[src/rtl/sysbus_arb_pkg.sv]
// Shared types for the Sysbus arbiter.
// Imported by the picker and the arbiter top.
package sysbus_arb_pkg;

   typedef enum logic {
      IDLE,
      GRANT
   } arb_state_t;

   localparam int NREQ_MAX = 8;

endpackage

[src/rtl/sysbus_arbiter_rr_picker.sv]
// Round-robin winner search over a request vector.
// Searches last+1 .. last circularly; purely combinational.
module rr_picker #(
   parameter int NREQ = 2,
   localparam int IW = (NREQ > 1) ? $clog2(NREQ) : 1
) (
   input  logic [NREQ-1:0] i_req,
   input  logic [IW-1:0]   i_last,
   output logic [IW-1:0]   o_winner,
   output logic            o_valid
);

   int w_idx;

   // Walk from farthest to nearest so the nearest hit wins.
   always_comb begin
      o_valid  = 1'b0;
      o_winner = '0;
      w_idx    = 0;
      for (int k = NREQ; k >= 1; k--) begin
         w_idx = (int'(i_last) + k) % NREQ;
         if (i_req[IW'(w_idx)]) begin
            o_valid  = 1'b1;
            o_winner = IW'(w_idx);
         end
      end
   end

endmodule

[src/rtl/sysbus_arbiter.sv]
// Round-robin owner arbitration of the single main Sysbus port.
// The owner keeps the bus until it drops reqcyc or times out.
module sysbus_arbiter
   import sysbus_arb_pkg::*;
#(
   parameter int NREQ           = 2,
   parameter int BUS_DATA_WIDTH = 64,
   parameter int BUS_TAG_WIDTH  = 13,
   parameter int TIMEOUT        = 1023
) (
   input  logic                                       clk,
   input  logic                                       reset,
   input  logic [NREQ-1:0]                            m_reqcyc,
   input  logic [NREQ-1:0][BUS_DATA_WIDTH-1:0]        m_req,
   input  logic [NREQ-1:0][BUS_TAG_WIDTH-1:0]         m_reqtag,
   input  logic [NREQ-1:0]                            m_respack,
   output logic [NREQ-1:0]                            m_grant,
   output logic [NREQ-1:0]                            m_reqack,
   output logic [NREQ-1:0]                            m_respcyc,
   output logic [BUS_DATA_WIDTH-1:0]                  m_resp,
   output logic [BUS_TAG_WIDTH-1:0]                   m_resptag,
   output logic                                       busy,
   output logic                                       timeout_err,
   output logic                                       bus_reqcyc,
   output logic [BUS_DATA_WIDTH-1:0]                  bus_req,
   output logic [BUS_TAG_WIDTH-1:0]                   bus_reqtag,
   output logic                                       bus_respack,
   input  logic                                       bus_reqack,
   input  logic                                       bus_respcyc,
   input  logic [BUS_DATA_WIDTH-1:0]                  bus_resp,
   input  logic [BUS_TAG_WIDTH-1:0]                   bus_resptag
);

   localparam int IW = (NREQ > 1) ? $clog2(NREQ) : 1;
   localparam int CW = (TIMEOUT > 0) ? $clog2(TIMEOUT + 1) : 1;

   arb_state_t      r_state, w_state_nxt;
   logic [NREQ-1:0] r_grant, w_grant_nxt;
   logic [IW-1:0]   r_last,  w_last_nxt;
   logic [CW-1:0]   r_hold,  w_hold_nxt;
   logic            r_terr,  w_terr_nxt;

   logic [IW-1:0]   w_pick_win;
   logic            w_pick_vld;
   logic            w_busy;
   logic            w_own_req;

   rr_picker #(.NREQ(NREQ)) u_picker (
      .i_req    (m_reqcyc),
      .i_last   (r_last),
      .o_winner (w_pick_win),
      .o_valid  (w_pick_vld)
   );

   always_ff @(posedge clk or negedge reset) begin
      if (!reset) begin
         r_state <= IDLE;
         r_grant <= '0;
         r_last  <= IW'(NREQ - 1);
         r_hold  <= '0;
         r_terr  <= 1'b0;
      end else begin
         r_state <= w_state_nxt;
         r_grant <= w_grant_nxt;
         r_last  <= w_last_nxt;
         r_hold  <= w_hold_nxt;
         r_terr  <= w_terr_nxt;
      end
   end

   // r_last doubles as the owner index while in GRANT.
   assign w_busy    = |r_grant;
   assign w_own_req = m_reqcyc[r_last];

   always_comb begin
      w_state_nxt = r_state;
      w_grant_nxt = r_grant;
      w_last_nxt  = r_last;
      w_hold_nxt  = r_hold;
      w_terr_nxt  = 1'b0;
      unique case (r_state)
         IDLE: begin
            if (w_pick_vld) begin
               w_state_nxt = GRANT;
               w_grant_nxt = NREQ'(1) << w_pick_win;
               w_last_nxt  = w_pick_win;
               w_hold_nxt  = '0;
            end
         end
         GRANT: begin
            if (!w_own_req) begin
               w_state_nxt = IDLE;
               w_grant_nxt = '0;
            end else if (TIMEOUT != 0 && r_hold == CW'(TIMEOUT)) begin
               w_state_nxt = IDLE;
               w_grant_nxt = '0;
               w_terr_nxt  = 1'b1;
            end else if (r_hold != {CW{1'b1}}) begin
               w_hold_nxt = r_hold + 1'b1;
            end
         end
         default: begin
            w_state_nxt = IDLE;
            w_grant_nxt = '0;
         end
      endcase
   end

   assign m_grant     = r_grant;
   assign busy        = w_busy;
   assign timeout_err = r_terr;

   assign bus_reqcyc  = w_own_req & w_busy;
   assign bus_req     = w_busy ? m_req[r_last] : '0;
   assign bus_reqtag  = w_busy ? m_reqtag[r_last] : '0;
   assign bus_respack = m_respack[r_last] & w_busy;

   assign m_reqack  = {NREQ{bus_reqack}} & r_grant;
   assign m_respcyc = {NREQ{bus_respcyc}} & r_grant;
   assign m_resp    = bus_resp;
   assign m_resptag = bus_resptag;

   a_grant_onehot: assert property (
      @(posedge clk) disable iff (!reset) $onehot0(r_grant)
   );

   a_nreq_range: assert property (
      @(posedge clk) (NREQ >= 2) && (NREQ <= NREQ_MAX)
   );

endmodule
[config.mk]
export PLATFORM = sky130hd
export DESIGN_NAME = sysbus_arbiter
export DESIGN_NICKNAME = d
export VERILOG_FILES = /design/src/rtl/sysbus_arb_pkg.sv /design/src/rtl/sysbus_arbiter_rr_picker.sv /design/src/rtl/sysbus_arbiter.sv
export SDC_FILE = /design/constraint.sdc
export NUM_CORES = 1
export LEC_CHECK = 0
export CAP_MARGIN = 20
export CORE_AREA = 2 2 156 158
export DETAILED_ROUTE_END_ITERATION = 8
export DIE_AREA = 0 0 158 160
export PLACE_DENSITY = 0.48
export RECOVER_POWER = 100
export SLEW_MARGIN = 25
export SYNTH_ARGS = -nofsm -noshare
export SYNTH_HDL_FRONTEND = slang
export SYNTH_SLANG_ARGS = --single-unit
[constraint.sdc]
create_clock -name clk -period 5.75 [get_ports clk]
set_input_delay 0.575 -clock clk [delete_from_list [all_inputs] [get_ports clk]]
set_output_delay 0.575 -clock clk [all_outputs]
set_load 0.005 [all_outputs]
==> flow_summary.yaml <==
detailed_routing:
  viasPerCell: 3.43
  drt_wl_total_um: 12400
  vias: 2809
  drt_pass1_iterations: 4
  drc: 0
  wire_per_inst_um: 15.2
  drtIter0Drc: 115
  ant_nets: 0
clock_network:
  postCtsSetupBuffers: 0
  cts_made_buffers: 3
  path_clk_slew_ns: 0.05
  clock-sinks: 15
  clock_path_buffers: 2
  cts_tree: "yes"
  holdBufCountCts: 0
  cts_max_level: 1
  clk_latency_ns: 0.24
  cts.repair.resized: 0
  ctsRootBufferMaster: "clkbuf_16"
power_and_ir_drop:
  p_leak_nw: 2.20
  p_switching_mw: 0.625
  sw_frac_of_total_pct: 41.0
  internal-power_mw: 0.899
  irDropWorstVdd_mv: 0.131
  p_seq_share_pct: 14.3
  comb_power_share_pct: 76.8
  power_frac_clock_pct: 8.9
  p_per_area_mw_per_mm2: 313
floorplan:
  dieArea_mm2: 0.0253
  die_x_um: 158
  num_rows: 57
  die_height_um: 160
  ios: 403
  start_util_pct: 10.7
  core_mm2: 0.0238
timing:
  slew_viol_final: 45
  fin_crit_ns: 4.25
  hold_viol_final: 0
  holdWs_ns: 0.487
  rsz0062_at_grt: "false"
  clock.fmax_mhz: 235
  tightest_slew_ns: 1.87
  setup_violations: 0
  finClkSkew_ns: 0.00378
  relSlewSlack_pct: -24.6
  period_share_pct: 74.0
  fin_ws_ns: 1.50
  setup_tns_ns: 0
synth:
  yosysMostFrequentCell: "mux2i_1"
  syn-instance-count: 338
  synthFlopType: "dfrtp_1"
  synth_xor_area_share_pct: 0.343
  ys_types: 28
  yosys_warnings: 0
  muxShareOfSynthArea_pct: 32.6
  syn_area_mm2: 0.00255
  synth_compound_area_share_pct: 3.78
  synth_edf_count: 0
  yosysSeqAreaShare_pct: 14.8
  synth_seq_cells: 15
  synth.top_cell.area_share_pct: 32.6
  synth_simple_gate_area_share_pct: 21.3
  synth_top_family_by_area: "multiplexers"
  synth_top_cell_by_area: "mux2i_1"
  synth_fa_ha_area_share_pct: 0.490
  syn_nets: 578
  synth_area_leaders: "mux2i_1 (33%), buf_4 (23%), dfrtp_1 (14%)"
  syn_avg_cell_area_um2: 7.55
  synth-async-reset-ratio_pct: 100
  synth_commonest_cells: "mux2i_1 (83), nor2_1 (82), buf_4 (78)"
run_status:
  status: "complete, but fails checks"
  violations: "capacitance limit, slew limit"
place:
  pre_cts_ws_ns: 2.75
  io_buffers: 248
  dp_hpwl_um: 10500
  placed_area_mm2: 0.00480
  gp_congestion: 0.694
global_route:
  antenna_found_initial: 0
  overflow: 0
  grt_util_all_layers_pct: 8.89
  grt_pass1_wl_um: 17100
  first_global_vias: 2740
  grt_start_max_net_pins: 46
setup_path:
  endpoint_kind: "output pin"
  worst-setup-path-type: "reg2out"
  crit_path_start_kind: "flop"
  cp.arrival_ns: 3.68
  critPathMaxFanout: 31
  crit_required_ns: 5.18
finish:
  design_area_mm2: 0.00487
  layout-drive-gt1-share_pct: 1.81
  synthToLayoutAreaGrowth_pct: 91.0
  num-fill-cells: 2683
  num_antenna_cells: 0
  fin_util_pct: 20.5
  nNetsFinal: 737
flow_run:
  maxCapViolCount: 2
min_path:
  hp-class: "reg2reg"
==> power by group through the flow <==
stage,Combinational [mW],Sequential (mW),Clock [mW]
4_1_cts,1.29,0.225,0.141
6_report,1.17,0.218,0.136
3_5_place_dp,1.28,0.227,0
3_3_place_gp,1.29,0.226,0
2_1_floorplan,0.665,0.151,0
5_1_grt,1.29,0.230,0.143
==> cells in the final DEF (no fill, tap or decap), drive strengths merged, types with 2 or more instances in the layout <==
| cell | count |
|---|---|
| nand3b | 2 |
| inv | 4 |
| mux2i | 83 |
| nand2 | 11 |
| a211o | 3 |
| nor2 | 82 |
| dlygate4sd3 | 86 |
| a21oi | 3 |
| dfrtp | 14 |
| and2 | 5 |
| buf | 3 |
| o21ai | 2 |
| nand4 | 5 |
| nor3 | 4 |
| and3 | 4 |
| clkdlybuf4s50 | 162 |
| nand3 | 9 |
| clkbuf | 4 |
| and4 | 2 |
==> registers in the layout, indices dropped and copies added (netlist names) <==
register and count:
m_grant 2, r_hold 10, r_last 1, r_state 1, timeout_err 1
==> worst max-delay path, cell delays in order (launching register included) <==
cell           delay [ns]
dfstp_1              1.77
buf_4                0.64
mux2i_1              0.34
nor2_1               0.07
dlygate4sd3_1        0.59
==> area by class of cell <==
cell class | instances | area, um^2 | share of cell area [%]
Clock buffer | 4 | 78.8 | 1.62
Sequential cell | 15 | 377 | 7.73
Inverter | 4 | 15.0 | 0.308
Tap cell | 324 | 405 | 8.32
Multi-Input combinational cell | 222 | 1490 | 30.6
Timing Repair Buffer | 251 | 2500 | 51.4
==> cells by family (layout without fill, tap and decap cells) <==
| family | Yosys count | in the layout |
|---|---|---|
| XOR/XNOR | 1 | 1 |
| multiplexers | 83 | 83 |
| flip-flops | 15 | 15 |
| adder cells (fa/ha/maj) | 1 | 1 |
| AND/OR/NAND/NOR | 125 | 125 |
| buffers and inverters | 101 | 259 |
| AO/OA/AOI/OAI | 12 | 12 |
==> final timing paths <==
| check | start | depth (start not counted) | end | slack, ns |
|---|---|---|---|---|
| min reg2reg | r_hold[4] | 1 | r_hold[4] | 0.49 |
| max reg2reg | r_last | 4 | r_hold[9] | 1.53 |
| max | r_last | 4 | bus_reqtag[9] | 1.50 |
| max in group asynchronous | reset | 1 | r_hold[3] | 4.46 |
| min in group asynchronous | reset | 1 | r_hold[7] | 0.83 |
| min | r_hold[4] | 1 | r_hold[4] | 0.49 |
==> through the flow <==
step	total power, mW	cells
after floorplan	0.816	338
after global placement	1.51	816
after detailed placement	1.51	816
after CTS	1.66	820
after global routing	1.66	820
final	1.52	820
==> per-layer routing <==
| metal | up-vias | GRT usage (%) | wire length, um |
|---|---|---|---|
| met5 | - | 0 | 0 |
| met4 | 0 | 0.983 | 22 |
| met3 | 6 | 3.88 | 1670 |
| met2 | 186 | 16.1 | 6080 |
| li1 | 1373 | - | - |
| met1 | 1244 | 9.82 | 4670 |
(Power assumes the default switching activity.)
